`config.mk`:
```
export PLATFORM = sky130hd
export DESIGN_NAME = acc_splitter
export DESIGN_NICKNAME = d
export VERILOG_FILES = /design/src/rtl/acc_splitter.sv
export SDC_FILE = /design/constraint.sdc
export NUM_CORES = 1
export LEC_CHECK = 0
export CAP_MARGIN = 20
export CORE_ASPECT_RATIO = 1.2
export CORE_MARGIN = 2
export CORE_UTILIZATION = 45
export DETAILED_ROUTE_END_ITERATION = 16
export PLACE_DENSITY = 0.75
export SYNTH_ARGS = -nofsm -noshare
export SYNTH_HDL_FRONTEND = slang
export SYNTH_SLANG_ARGS = --single-unit
```
`constraint.sdc`:
```
create_clock -name clk -period 4.5 [get_ports clk]
set_input_delay 0.9 -clock clk [delete_from_list [all_inputs] [get_ports clk]]
set_output_delay 0.9 -clock clk [all_outputs]
set_load 0.05 [all_outputs]
```
`src/rtl/acc_splitter.sv`:
```
// Splits a 5-bit total into a stream of chunks no larger than max_chunk,
// handshaken with out_valid/ready; the accepted chunks always sum to the total.
module acc_splitter (
    input  logic       clk,
    input  logic       rst,
    input  logic       load,
    input  logic [4:0] total,
    input  logic [3:0] max_chunk,
    input  logic       ready,
    output logic       out_valid,
    output logic [3:0] chunk,
    output logic       last,
    output logic [4:0] remaining,
    output logic       busy,
    output logic       done,
    output logic       err
);

    typedef enum logic {
        IDLE = 1'b0,
        EMIT = 1'b1
    } state_t;

    state_t     state_q, state_d;
    logic [4:0] rem_q, rem_d;
    logic [3:0] max_q, max_d;
    logic       done_q, done_d;
    logic       err_q, err_d;

    logic       fits;
    logic       accept;

    always_ff @(posedge clk) begin
        if (rst) begin
            state_q <= IDLE;
            rem_q   <= 5'd0;
            max_q   <= 4'd0;
            done_q  <= 1'b0;
            err_q   <= 1'b0;
        end else begin
            state_q <= state_d;
            rem_q   <= rem_d;
            max_q   <= max_d;
            done_q  <= done_d;
            err_q   <= err_d;
        end
    end

    // The remainder fits in one beat when it does not exceed the per-beat limit.
    assign fits   = (rem_q <= {1'b0, max_q});
    assign accept = (state_q == EMIT) && ready;

    always_comb begin
        state_d   = state_q;
        rem_d     = rem_q;
        max_d     = max_q;
        done_d    = 1'b0;
        err_d     = 1'b0;
        out_valid = 1'b0;
        busy      = 1'b0;
        chunk     = 4'd0;
        last      = 1'b0;
        remaining = rem_q;

        case (state_q)
            IDLE: begin
                if (load) begin
                    if (max_chunk == 4'd0) begin
                        err_d = 1'b1;
                    end else begin
                        rem_d   = total;
                        max_d   = max_chunk;
                        state_d = EMIT;
                    end
                end
            end
            EMIT: begin
                out_valid = 1'b1;
                busy      = 1'b1;
                chunk     = fits ? rem_q[3:0] : max_q;
                last      = fits;
                // chunk never exceeds rem_q, so this subtraction cannot wrap.
                if (accept) begin
                    if (fits) begin
                        rem_d   = 5'd0;
                        done_d  = 1'b1;
                        state_d = IDLE;
                    end else begin
                        rem_d = rem_q - {1'b0, chunk};
                    end
                end
            end
            default: state_d = IDLE;
        endcase
    end

    assign done = done_q;
    assign err  = err_q;

endmodule

```
==> impl_metrics.env <==
export IMPL_worst_setup_path_end_kind="primary output"
export IMPL_cts_hold_buf=0
export IMPL_maxSlewViolCount=0
export IMPL_synth_compound_area_share_pct=28.31
export IMPL_grt_pass1_vias=791
export IMPL_final_hold_viol_count=0
export IMPL_worstPathRequired_ns=3.60
export IMPL_yosys_register_bits=12
export IMPL_crit_path_frequent_cell="a21oi_1"
export IMPL_synth_top_family_by_area="compound AO/OA/AOI/OAI gates"
export IMPL_finalSetupTns_ns=0
export IMPL_holdWs_ns=0.5505
export IMPL_hold_path_class="reg2reg"
export IMPL_cts_buffers=3
export IMPL_rsz0062_at_grt="false"
export IMPL_multiInputGateArea_sq_um=585.6
export IMPL_drt_iter0_markers=20
export IMPL_grt_pass1_wl_mm=3.484
export IMPL_synth_common_cells="a21oi_1, dfxtp_1, nor2_1, ha_1"
export IMPL_synthAdderAreaFrac_pct=13.66
export IMPL_dieArea_sq_um=2326
export IMPL_period_minus_slack_ns=3.927
export IMPL_clock_sinks=12
export IMPL_critPathKind="reg2out"
export IMPL_reg2reg_to="remaining[4]"
export IMPL_drive_gt1_share_pct=6.977
export IMPL_post_route_drc_count=0
export IMPL_synth_edf_count=0
export IMPL_whs_endpoint="max_q[2]"
export IMPL_postRouteAntennaNets=0
export IMPL_peakVddDrop_mv=0.2097
export IMPL_final_util_pct=62.61
export IMPL_nFillCells=169
export IMPL_clockRootBuffer="clkbuf_4"
export IMPL_hold_start="max_q[2]"
export IMPL_syn_mean_instance_area_sq_um=8.377
export IMPL_critPathSlowestCell="clkdlybuf4s50_1"
export IMPL_postCtsResizedCells=0
export IMPL_rows=17
export IMPL_leakagePower_nw=0.4352
export IMPL_avgViaCountPerCell=6.101
export IMPL_wl_per_cell_microns=14.84
export IMPL_finalWirelength_mm=2.196
export IMPL_holdPathStages=2
export IMPL_synth_seq_area_share_pct=27.31
export IMPL_post_route_period_util_pct=87.27
export IMPL_regArea_sq_um=240.2
export IMPL_worstSetupStartpointType="register"
export IMPL_grt_max_degree=13
export IMPL_syn_nets=127
export IMPL_outcome="finished clean"
export IMPL_post_cts_buffers=0
export IMPL_clk_pin_slew_worst_paths_ns=0.07
export IMPL_fp_dieW_microns=44.36
export IMPL_cap_viol_max_count=0
export IMPL_clock_path_buffers=2
export IMPL_synth_top_cell_by_area="dfxtp_1"
export IMPL_hpwlAfterDp_mm=1.655
export IMPL_initial_core_util_pct=47.53
export IMPL_power_density_nw_per_um2=395.0
export IMPL_reg2regPathDepth=13
export IMPL_critical_path_max_stage_delay_ns=0.83
export IMPL_syn_cell_area_sq_um=879.6
export IMPL_track_usage_pct=20.55
export IMPL_core_area_sq_um=1851
export IMPL_ios=27
export IMPL_ys_flop_type="dfxtp_1"
export IMPL_synthCells=105
export IMPL_yosysUniqueCellTypes=34
export IMPL_finalPower_mw=0.4576
export IMPL_synthXorXnorAreaFrac_pct=0.9957
export IMPL_arrival_ns=3.03
export IMPL_h_tree_depth=1
export IMPL_die_h_microns=52.43
export IMPL_async_flop_share_pct=0
export IMPL_synth_top_area_share_pct=27.31
export IMPL_yosysMostFrequentCell="a21oi_1"
export IMPL_relSlewSlack_pct=45.75
export IMPL_overflow=0
export IMPL_place_gp_congestion=0.9193
export IMPL_syn_to_final_growth_pct=31.72
export IMPL_cts_tree="yes"
export IMPL_fin_nets=153
export IMPL_post_place_ws_ns=0.9101
export IMPL_synthSimpleGateAreaFrac_pct=23.61
export IMPL_fin_skew_ns=0.004178
export IMPL_crit_buf_inv=2
export IMPL_reg2reg_from="max_q[2]"
export IMPL_antenna_found_initial=0
export IMPL_num_antenna_cells=0
export IMPL_crit_family="compound AO/OA/AOI/OAI gates"
export IMPL_port_buffers=26
export IMPL_clock_latency_ns=0.27
export IMPL_tightest_slew_ns=0.8102
export IMPL_drt_first_pass_iters=4
export IMPL_regToRegSetupSlack_ns=0.83
export IMPL_ys_warnings_count=0
export IMPL_synthMuxAreaShare_pct=0
export IMPL_critPathMaxFanout=10
export IMPL_synthTopCellsByArea="dfxtp_1, ha_1, a21oi_1, nor2_1, a311oi_2"
export IMPL_clock_fmax_mhz=254.6
export IMPL_crit_chain="inv_1 > ha_1 > a21oi_1 > o211ai_1 > nand3_1 > a21oi_1 > clkdlybuf4s50_1"
export IMPL_setup_viol=0
export IMPL_vias=903
export IMPL_fin_ws_ns=0.5726
[metrics by stage]
stage               instance area [sq um]  std cells
CTS                                  1159        148
global route                         1159        148
detailed placement                   1136        145
global placement                     1136        145
floorplan                           879.6        105
finish                               1159        148
[area by class of cell]
type                       count  share of cell area (%)
inverter                       7                   2.268
timing repair buffer          26                   22.46
multi-input combinational     81                   50.54
sequential                    12                   20.73
clock buffer                   3                   1.944
tap                           19                   2.052
[flip-flops by register name, indices dropped and copies added, names as in the netlist]
signal / count
state_q: 1
done: 1
remaining: 5
err: 1
max_q: 4
[cells in the final DEF (no fill, tap or decap), drive strengths merged, types with 2 or more instances in the layout]
cell type	instances
nand3b	2
ha	8
dfxtp	12
nor2	10
a22oi	2
a21oi	13
a311oi	5
clkbuf	3
and2	3
inv	7
nand2	8
nand4	3
nor2b	2
or4	3
nand3	4
clkdlybuf4s50	26
o21ai	4
[cell families after synthesis]
group | after synthesis
adders and majority gates | 9
xor gates and xnor gates | 1
DFF | 12
and+or+nand+nor | 38
buffers and inverters | 12
AOI/OAI and AO/OA | 33
[worst min-delay path: cells and delay by family (launching register included)]
| kind | cells | cell delay (ns) |
|---|---|---|
| compound gates | 1 | 0.08 |
| flops | 1 | 0.36 |
| simple gates | 1 | 0.08 |
[routing by layer]
layer | up-vias | share of wire (%) | GRT usage, % | wire, microns
met4 | 0 | 1.0 | 7.576 | 22
met1 | 428 | 45 | 25.47 | 998
met3 | 4 | 5.0 | 4.483 | 109
li1 | 440 | - | - | -
met2 | 31 | 49 | 34.31 | 1066
met5 | - | 0 | 0 | 0
[worst max path at each step]
stage            startpoint      endpoint  slack (ns)  cells past startpoint
2_1_floorplan  remaining[1]  remaining[4]        1.02                     12
3_5_place_dp       max_q[2]  remaining[4]        0.91                     13
5_1_grt            max_q[2]      chunk[1]        0.43                      7
6_report           max_q[2]      chunk[0]        0.57                      7
4_1_cts            max_q[2]      chunk[0]        0.62                      7
3_3_place_gp       max_q[2]      chunk[3]        1.03                      7
[where the power goes]
part | internal, mW | total [mW] | switching, mW
Sequential | 0.117 | 0.133 | 0.0156
Combinational | 0.0996 | 0.258 | 0.158
Clock | 0.0310 | 0.0668 | 0.0358
(Power assumes the default switching activity.)
